[src/rtl/arb_pkg.sv]
// Shared constants for the arbitrating bus mux: arbitration mode codes and
// the width helper used to size grant indices.
package arb_pkg;

  localparam int ARB_FIXED = 0;
  localparam int ARB_RR    = 1;

  // Constant function; evaluated at elaboration to size index ports.
  function automatic int clog2(input int n);
    int r;
    r = 0;
    while ((1 << r) < n) r++;
    return r;
  endfunction

endpackage

[src/rtl/rr_arbiter.sv]
// N-way arbiter with a one-hot grant: fixed priority (ch0 highest) or round
// robin starting from an internal pointer that advances past each winner.
module rr_arbiter
  import arb_pkg::*;
#(
  parameter int N_CH     = 4,
  parameter int ARB_MODE = ARB_RR
) (
  input  logic                      clk,
  input  logic                      rst_n,
  input  logic [N_CH-1:0]           req,
  input  logic                      en,
  output logic [N_CH-1:0]           grant,
  output logic [clog2(N_CH)-1:0]    grant_idx
);

  localparam int IDX_W = clog2(N_CH);
  localparam logic [IDX_W-1:0] LAST = IDX_W'(N_CH - 1);

  logic [IDX_W-1:0] ptr;

  // NOTE: every output of a combinational block gets a default before any
  // conditional assignment, otherwise synthesis infers a latch.
  always_comb begin : pick
    logic             found;
    logic [IDX_W-1:0] c;
    found     = 1'b0;
    c         = '0;
    grant     = '0;
    grant_idx = '0;
    for (int i = 0; i < N_CH; i++) begin
      if (ARB_MODE == ARB_RR) c = IDX_W'((int'(ptr) + i) % N_CH);
      else                    c = IDX_W'(i);
      if (en && !found && req[c]) begin
        found     = 1'b1;
        grant[c]  = 1'b1;
        grant_idx = c;
      end
    end
  end

  // NOTE: sequential state is written only with non-blocking assignments so
  // every register samples pre-edge values regardless of statement order.
  always_ff @(posedge clk or negedge rst_n) begin
    if (!rst_n) begin
      ptr <= '0;
    end else if (|grant) begin
      ptr <= (grant_idx == LAST) ? '0 : grant_idx + 1'b1;
    end
  end

endmodule

[src/rtl/arb_mux_nbus.sv]
// N-channel, WIDTH-bit arbitrating bus mux with valid/ready on every input
// and a registered valid/ready output stage.
module arb_mux_nbus
  import arb_pkg::*;
#(
  parameter int N_CH     = 4,
  parameter int WIDTH    = 8,
  parameter int ARB_MODE = ARB_RR
) (
  input  logic                      i_clk,
  input  logic                      i_rst_n,
  input  logic [N_CH*WIDTH-1:0]     i_data,
  input  logic [N_CH-1:0]           i_valid,
  output logic [N_CH-1:0]           o_ready,
  output logic [WIDTH-1:0]          o_data,
  output logic                      o_valid,
  input  logic                      i_ready,
  output logic [clog2(N_CH)-1:0]    o_grant_idx
);

  localparam int IDX_W = clog2(N_CH);

  logic             load;
  logic [N_CH-1:0]  grant;
  logic [IDX_W-1:0] grant_idx;
  logic [WIDTH-1:0] sel_data;

  // The output register can take a word when empty or being drained; reset
  // gates the arbiter so no channel sees o_ready while held in reset.
  assign load    = !o_valid || i_ready;
  assign o_ready = grant;

  rr_arbiter #(
    .N_CH     (N_CH),
    .ARB_MODE (ARB_MODE)
  ) u_arb (
    .clk       (i_clk),
    .rst_n     (i_rst_n),
    .req       (i_valid),
    .en        (load && i_rst_n),
    .grant     (grant),
    .grant_idx (grant_idx)
  );

  // One-hot AND-OR select: no priority chain, grant is already one-hot.
  always_comb begin
    sel_data = '0;
    for (int k = 0; k < N_CH; k++) begin
      sel_data = sel_data | (i_data[k*WIDTH +: WIDTH] & {WIDTH{grant[k]}});
    end
  end

  always_ff @(posedge i_clk or negedge i_rst_n) begin
    if (!i_rst_n) begin
      o_valid     <= 1'b0;
      o_data      <= '0;
      o_grant_idx <= '0;
    end else if (load) begin
      if (|grant) begin
        o_valid     <= 1'b1;
        o_data      <= sel_data;
        o_grant_idx <= grant_idx;
      end else begin
        o_valid     <= 1'b0;
      end
    end
  end

endmodule

[config.mk]
export PLATFORM = sky130hd
export DESIGN_NAME = arb_mux_nbus
export DESIGN_NICKNAME = d
export VERILOG_FILES = /design/src/rtl/arb_pkg.sv /design/src/rtl/rr_arbiter.sv /design/src/rtl/arb_mux_nbus.sv
export SDC_FILE = /design/constraint.sdc
export NUM_CORES = 1
export LEC_CHECK = 0
export ABC_AREA = 0
export BUFFER_PORTS_ARGS = -buffer_cell sky130_fd_sc_hd__buf_4
export CAP_MARGIN = 20
export CORE_AREA = 5 5 65 67
export CTS_CLUSTER_DIAMETER = 40
export DETAILED_ROUTE_END_ITERATION = 8
export DIE_AREA = 0 0 70 72
export PLACE_DENSITY = 0.83
export RECOVER_POWER = 25
export SKIP_LAST_GASP = 1
export SYNTH_ARGS = -nofsm -noshare
export SYNTH_HDL_FRONTEND = slang
export SYNTH_SLANG_ARGS = --single-unit
[constraint.sdc]
create_clock -name i_clk -period 3.21 [get_ports i_clk]
set_input_delay 0.321 -clock i_clk [delete_from_list [all_inputs] [get_ports i_clk]]
set_output_delay 0.321 -clock i_clk [all_outputs]
set_load 0.05 [all_outputs]
# ---- Word-level counts from Yosys, hierarchy flattened
# Cells that the tools add are included.
dict set report classes {
  n_eq_ne 1
  muxes 29
  n_reduce_logical 19
  bitwise_logic 10
  order_cmp 8
  add_sub_neg 4
}
# cell n
set ops {}
lappend ops {{8-bit bitwise AND} 4}
lappend ops {{8-bit bitwise OR} 3}
lappend ops {{4-bit two-way mux} 4}
lappend ops {{1-bit logical AND} 12}
lappend ops {{2-bit by 3-bit < comparator with 1-bit output (second input constant)} 4}
lappend ops {{1-bit two-way mux} 12}
lappend ops {{4-bit bitwise OR} 3}
lappend ops {{2-bit two-way mux} 5}
lappend ops {{1-bit binary-select mux with 2-bit select} 4}
lappend ops {{1-bit demux with 2-bit select} 4}
lappend ops {{2-bit by 1-bit >= comparator with 1-bit output (second input constant)} 4}
lappend ops {{2-bit by 1-bit adder with 2-bit output (second input constant)} 2}
lappend ops {{2-bit adder (second input constant)} 2}
lappend ops {{1-bit zero test} 4}
lappend ops {{4-bit OR reduction} 1}
lappend ops {{2-bit equality test (second input constant)} 1}
lappend ops {{2-bit AND reduction} 1}
lappend ops {{1-bit logical OR} 1}
dict set report totals {
  register_bits 13
  in_bits 39
  out_inout_bits 15
}

# ---- Logic depth before layout (Yosys ltp)
dict set report depth {
  ltp_word 21
  ltp_mapped 14
  mapped_depth_nobuf 10
}

# ---- Modules after synthesis
# From an unflattened synthesis, not the netlist that was laid out.
dict set report unflattened {
  hier_cells 125
  hier_area_um2 1280.0
}
# module seq_area_each_um2 area_each_um2 n_inst cells_each
set modules_own_cells {}
lappend modules_own_cells {arb_mux_nbus 275.3 663.1 1 55}
lappend modules_own_cells {rr_arbiter 50.0 616.8 1 70}

# ---- Least setup slack after synthesis
# No wires, ideal clock.
dict set report synth_timing {
  path_type {flip-flop to flip-flop}
  from {reg u_arb.ptr[1]}
  to {reg o_data[0]}
  t_arrival_ns 3.055
  slack_ns 0.030
  setup_time_ns 0.125
  path_stages_with_launch 14
  path_cell_list {dfrtp_1 > buf_6 > inv_1 > ha_1 > buf_6 > mux2_4 > o32a_1 > buf_6 > o211ai_4 > a2111oi_4 > and3_1 > buf_6 > buf_12 > mux2_4}
}
dict set report synth_via {
  elab_chain_cells 20
  word_cells_on_any_way 60
  classes_between {3 x add/sub; 8 x order compare; 23 x mux; 10 x bitwise; 16 x reduce/logical}
}
# item line_no
set synth_lines {}
lappend synth_lines {{start, declared} rr_arbiter.sv:20} ;# logic [IDX_W-1:0] ptr;
lappend synth_lines {{start signal, assigned} rr_arbiter.sv:48} ;# ptr <= (grant_idx == LAST) ? '0 : grant_idx + 1'b1;
lappend synth_lines {{branches (longest 15 deep; another with 2-bit by 3-bit < comparator with 1-bit output)} n/a}
lappend synth_lines {{4-bit two-way mux *} rr_arbiter.sv:34} ;# if (en && !found && req[c]) begin
lappend synth_lines {{via o_ready[1]} arb_mux_nbus.sv:14} ;# output logic [N_CH-1:0] o_ready,
lappend synth_lines {{8-bit bitwise AND} arb_mux_nbus.sv:49} ;# sel_data = sel_data | (i_data[k*WIDTH +: WIDTH] & {WIDTH{grant[k]}});
lappend synth_lines {{8-bit bitwise OR (3 in a row)} arb_mux_nbus.sv:49}
lappend synth_lines {{end signal, assigned} arb_mux_nbus.sv:61} ;# o_data <= sel_data;
lappend synth_lines {{end, declared} arb_mux_nbus.sv:15} ;# output logic [WIDTH-1:0] o_data,
# Mark *: on every way through the listed nets, which the timed path passes. The select of a mux whose other input is x is not followed.
# A chain may end at the register's enable or synchronous reset.

# ---- Worst setup path after layout
dict set report layout_timing {
  from {reg u_arb.ptr[0]}
  to {out o_ready[0]}
}
dict set report layout_via {
  elab_chain_cells 16
  word_cells_on_any_way 51
  classes_between {3 x add/sub; 8 x order compare; 23 x mux; 3 x bitwise; 14 x reduce/logical}
}
# item line_no
set layout_lines {}
lappend layout_lines {{branches (longest 15 deep; another with 2-bit by 3-bit < comparator with 1-bit output)} n/a}
lappend layout_lines {{4-bit two-way mux *} rr_arbiter.sv:34}
lappend layout_lines {{end, declared} arb_mux_nbus.sv:14}
# Every way passes the cells marked *. The select of a mux whose other input is x is not followed.

==> metrics.txt <==
fin util 57.45%; async set-or-reset flop fraction in the synthesized netlist 100.0%; CP Launch Type flip-flop; Mapped Cells 171; Synth area leaders dfrtp_1 (21%), a22o_1 (8.8%), mux2_4 (8.5%); pin count of the biggest net entering global routing 19; Placeable Area 3578 um2; final WL 4.753 mm; area grow syn2layout 29.78%; setup bufs post-CTS 0; Max FO, Critical Path 12; global-route met1 utilization 25.04%; Seq cells post-synth 13; busiest grt layer met2; Routed Antenna Nets 0; die width 70 um; Max Fclk 327.6 MHz; first-pass GRT wire length 7.935 mm; max_cap viols 0; RSZ-0062 raised after global routing false; Layout Skew 0.007384 ns; Avg Cell Area, Syn 9.263 um2; crit path setup slack, layout 0.1577 ns; Hold Buf Count CTS 0; global route overflow 0; met2 usage 29.38%; ys flop type dfrtp_1; Setup violations, final 0; data required time of the worst path 2.89 ns; gr usage total 18.93%; critical path type reg -> out; DP Worst Slack 0.03132 ns; full die area 5040 um2; share of the synthesized area in the top cell type 20.54%; Hold Fails Final Rpt 0; max-slew violation count 0; Ys Warns 0; DRC violations left 0; share of cells above drive strength 1 39.82%; Pleak 0.9710 nW; pwr/cell area 989.3 nW/um2; synth unique cells 43; CTS tree done; CP Data Arrival Time 2.73 ns; largest vdd supply drop 472.3 uV; GPL Wtd Cong 0.8785; latest clock arrival within the worst-skew pair 0.28 ns; number of synthesized flops with an enable pin 0; vias in the first global route 1617; WHS 0.3529 ns; Slew @ Worst Pin 0.7614 ns; DP HPWL 3.628 mm; most frequent cell after synthesis nand2_1; setup TNS 0 ns; Rows 22; IO Port Bufs 53; DR WL/cell 17.35 um; chip height 72 um; DRT iter0 DRCs 236; outcome completed; Hold Path Class in -> async; period utilization 95.09%; syn nets 218; sequential fraction of the synthesis area 20.54%; Starting Density 44.27%; antenna diode count 0; Slew HR 49.24%; Via Count 1679; number of antenna violations at the first check in global routing 0; post-synthesis cell area 1584 um2; R2R cell count 11; H-tree levels 1; most frequent cells after synthesis nand2_1 (21), o21ai_0 (19), a22o_1 (16), dfrtp_1 (13); Tmin final 3.052 ns; Nets 274; crit end category output port; clock root buffer master clkbuf_4; GR Layer Usage met3 5.679%; First-pass DRT Iterations 4; cell taking the most area after synthesis dfrtp_1; Num CTS Buffers 3; num ports 54; CTS max path bufs 2; Worst-path clk slew 0.09 ns; Via density 6.128; CTS sink cnt 13
==> metrics by stage <==
step / power (mW) / area [um2] / std cells
after CTS: 2.021 / 2052 / 274
after global placement: 1.885 / 2023 / 270
after floorplan: 1.595 / 1584 / 171
after global routing: 2.177 / 2056 / 274
after detailed placement: 1.907 / 2023 / 270
final: 2.034 / 2056 / 274
==> critical path, cell delays in order, from the launching register on <==
cell and delay [ns]:
dfrtp_1 0.39, inv_1 0.07, ha_1 0.31, buf_4 0.16, mux2i_1 0.24, nand2_1 0.08, o32a_1 0.18, nor2_2 0.48
a221oi_1 0.23, inv_1 0.11, buf_4 0.20
==> cells by family after synthesis <==
family,after synthesis,share of synthesized area (%)
buffers and inverters,19,8.057
and+or+nand+nor,52,16.98
adders and majority gates,8,6.319
DFF,13,20.54
AOI/OAI and AO/OA,60,30.65
muxes,19,17.46
==> cell type report <==
type / instances / area [um2]
Sequential cell: 13 / 325.3
Clock buffer: 4 / 26.28
Fill cell: 341 / 1523
Timing Repair Buffer: 65 / 480.5
Tap cell: 48 / 60.06
Inverter: 5 / 18.77
Multi-Input combinational cell: 139 / 1145
==> cell usage in the layout, fill, tap and decap left out, drive strengths merged, types with 2 or more instances in the layout <==
| cell | count |
|---|---|
| buf | 63 |
| o21ai | 22 |
| nand2 | 21 |
| a22o | 16 |
| dfrtp | 13 |
| mux2 | 12 |
| nand4 | 9 |
| a222oi | 8 |
| ha | 8 |
| clkbuf | 6 |
| inv | 5 |
| nand3 | 5 |
| mux2i | 4 |
| nor2 | 4 |
| mux4 | 3 |
| and3 | 3 |
| and2 | 3 |
| o211ai | 3 |
| nor3 | 2 |
| nor3b | 2 |
==> layer usage <==
metal / part of all wire (%) / wire, um / vias up
met4: 1.7 / 79 / 0
met5: 0 / 0 / -
met2: 44 / 2068 / 103
met3: 11 / 507 / 6
li1: - / - / 786
met1: 44 / 2097 / 784
==> registers in the layout, summed over array words and instances, names as in the netlist <==
| register | flops |
|---|---|
| u_arb.ptr | 2 |
| o_grant_idx | 2 |
| o_valid | 1 |
| o_data | 8 |
==> repair_timing <==
action	4_1_cts	5_1_grt
endpoints found under the hold margin	0	0
gates resized for setup	1	2
cloned	0	0
setup endpoints to repair	1	11
==> worst paths after layout <==
check / start / endpoint / slack (ns)
setup reg to reg: u_arb.ptr[0] / o_data[6] / 0.20
hold / removal: i_rst_n / o_data[2] / 0.35
setup / recovery: u_arb.ptr[0] / o_ready[0] / 0.16
min in group i_clk: i_data[9] / o_data[1] / 0.40
hold reg to reg: o_data[6] / o_data[6] / 0.52
max in group asynchronous: i_rst_n / u_arb.ptr[0] / 2.37
==> power breakdown <==
part / internal [mW] / switching, mW / total [mW]
clock: 0.0482 / 0.0569 / 0.105
sequential: 0.230 / 0.0327 / 0.263
combinational: 0.732 / 0.934 / 1.67
No activity file was read; power rests on OpenSTA's default activity.
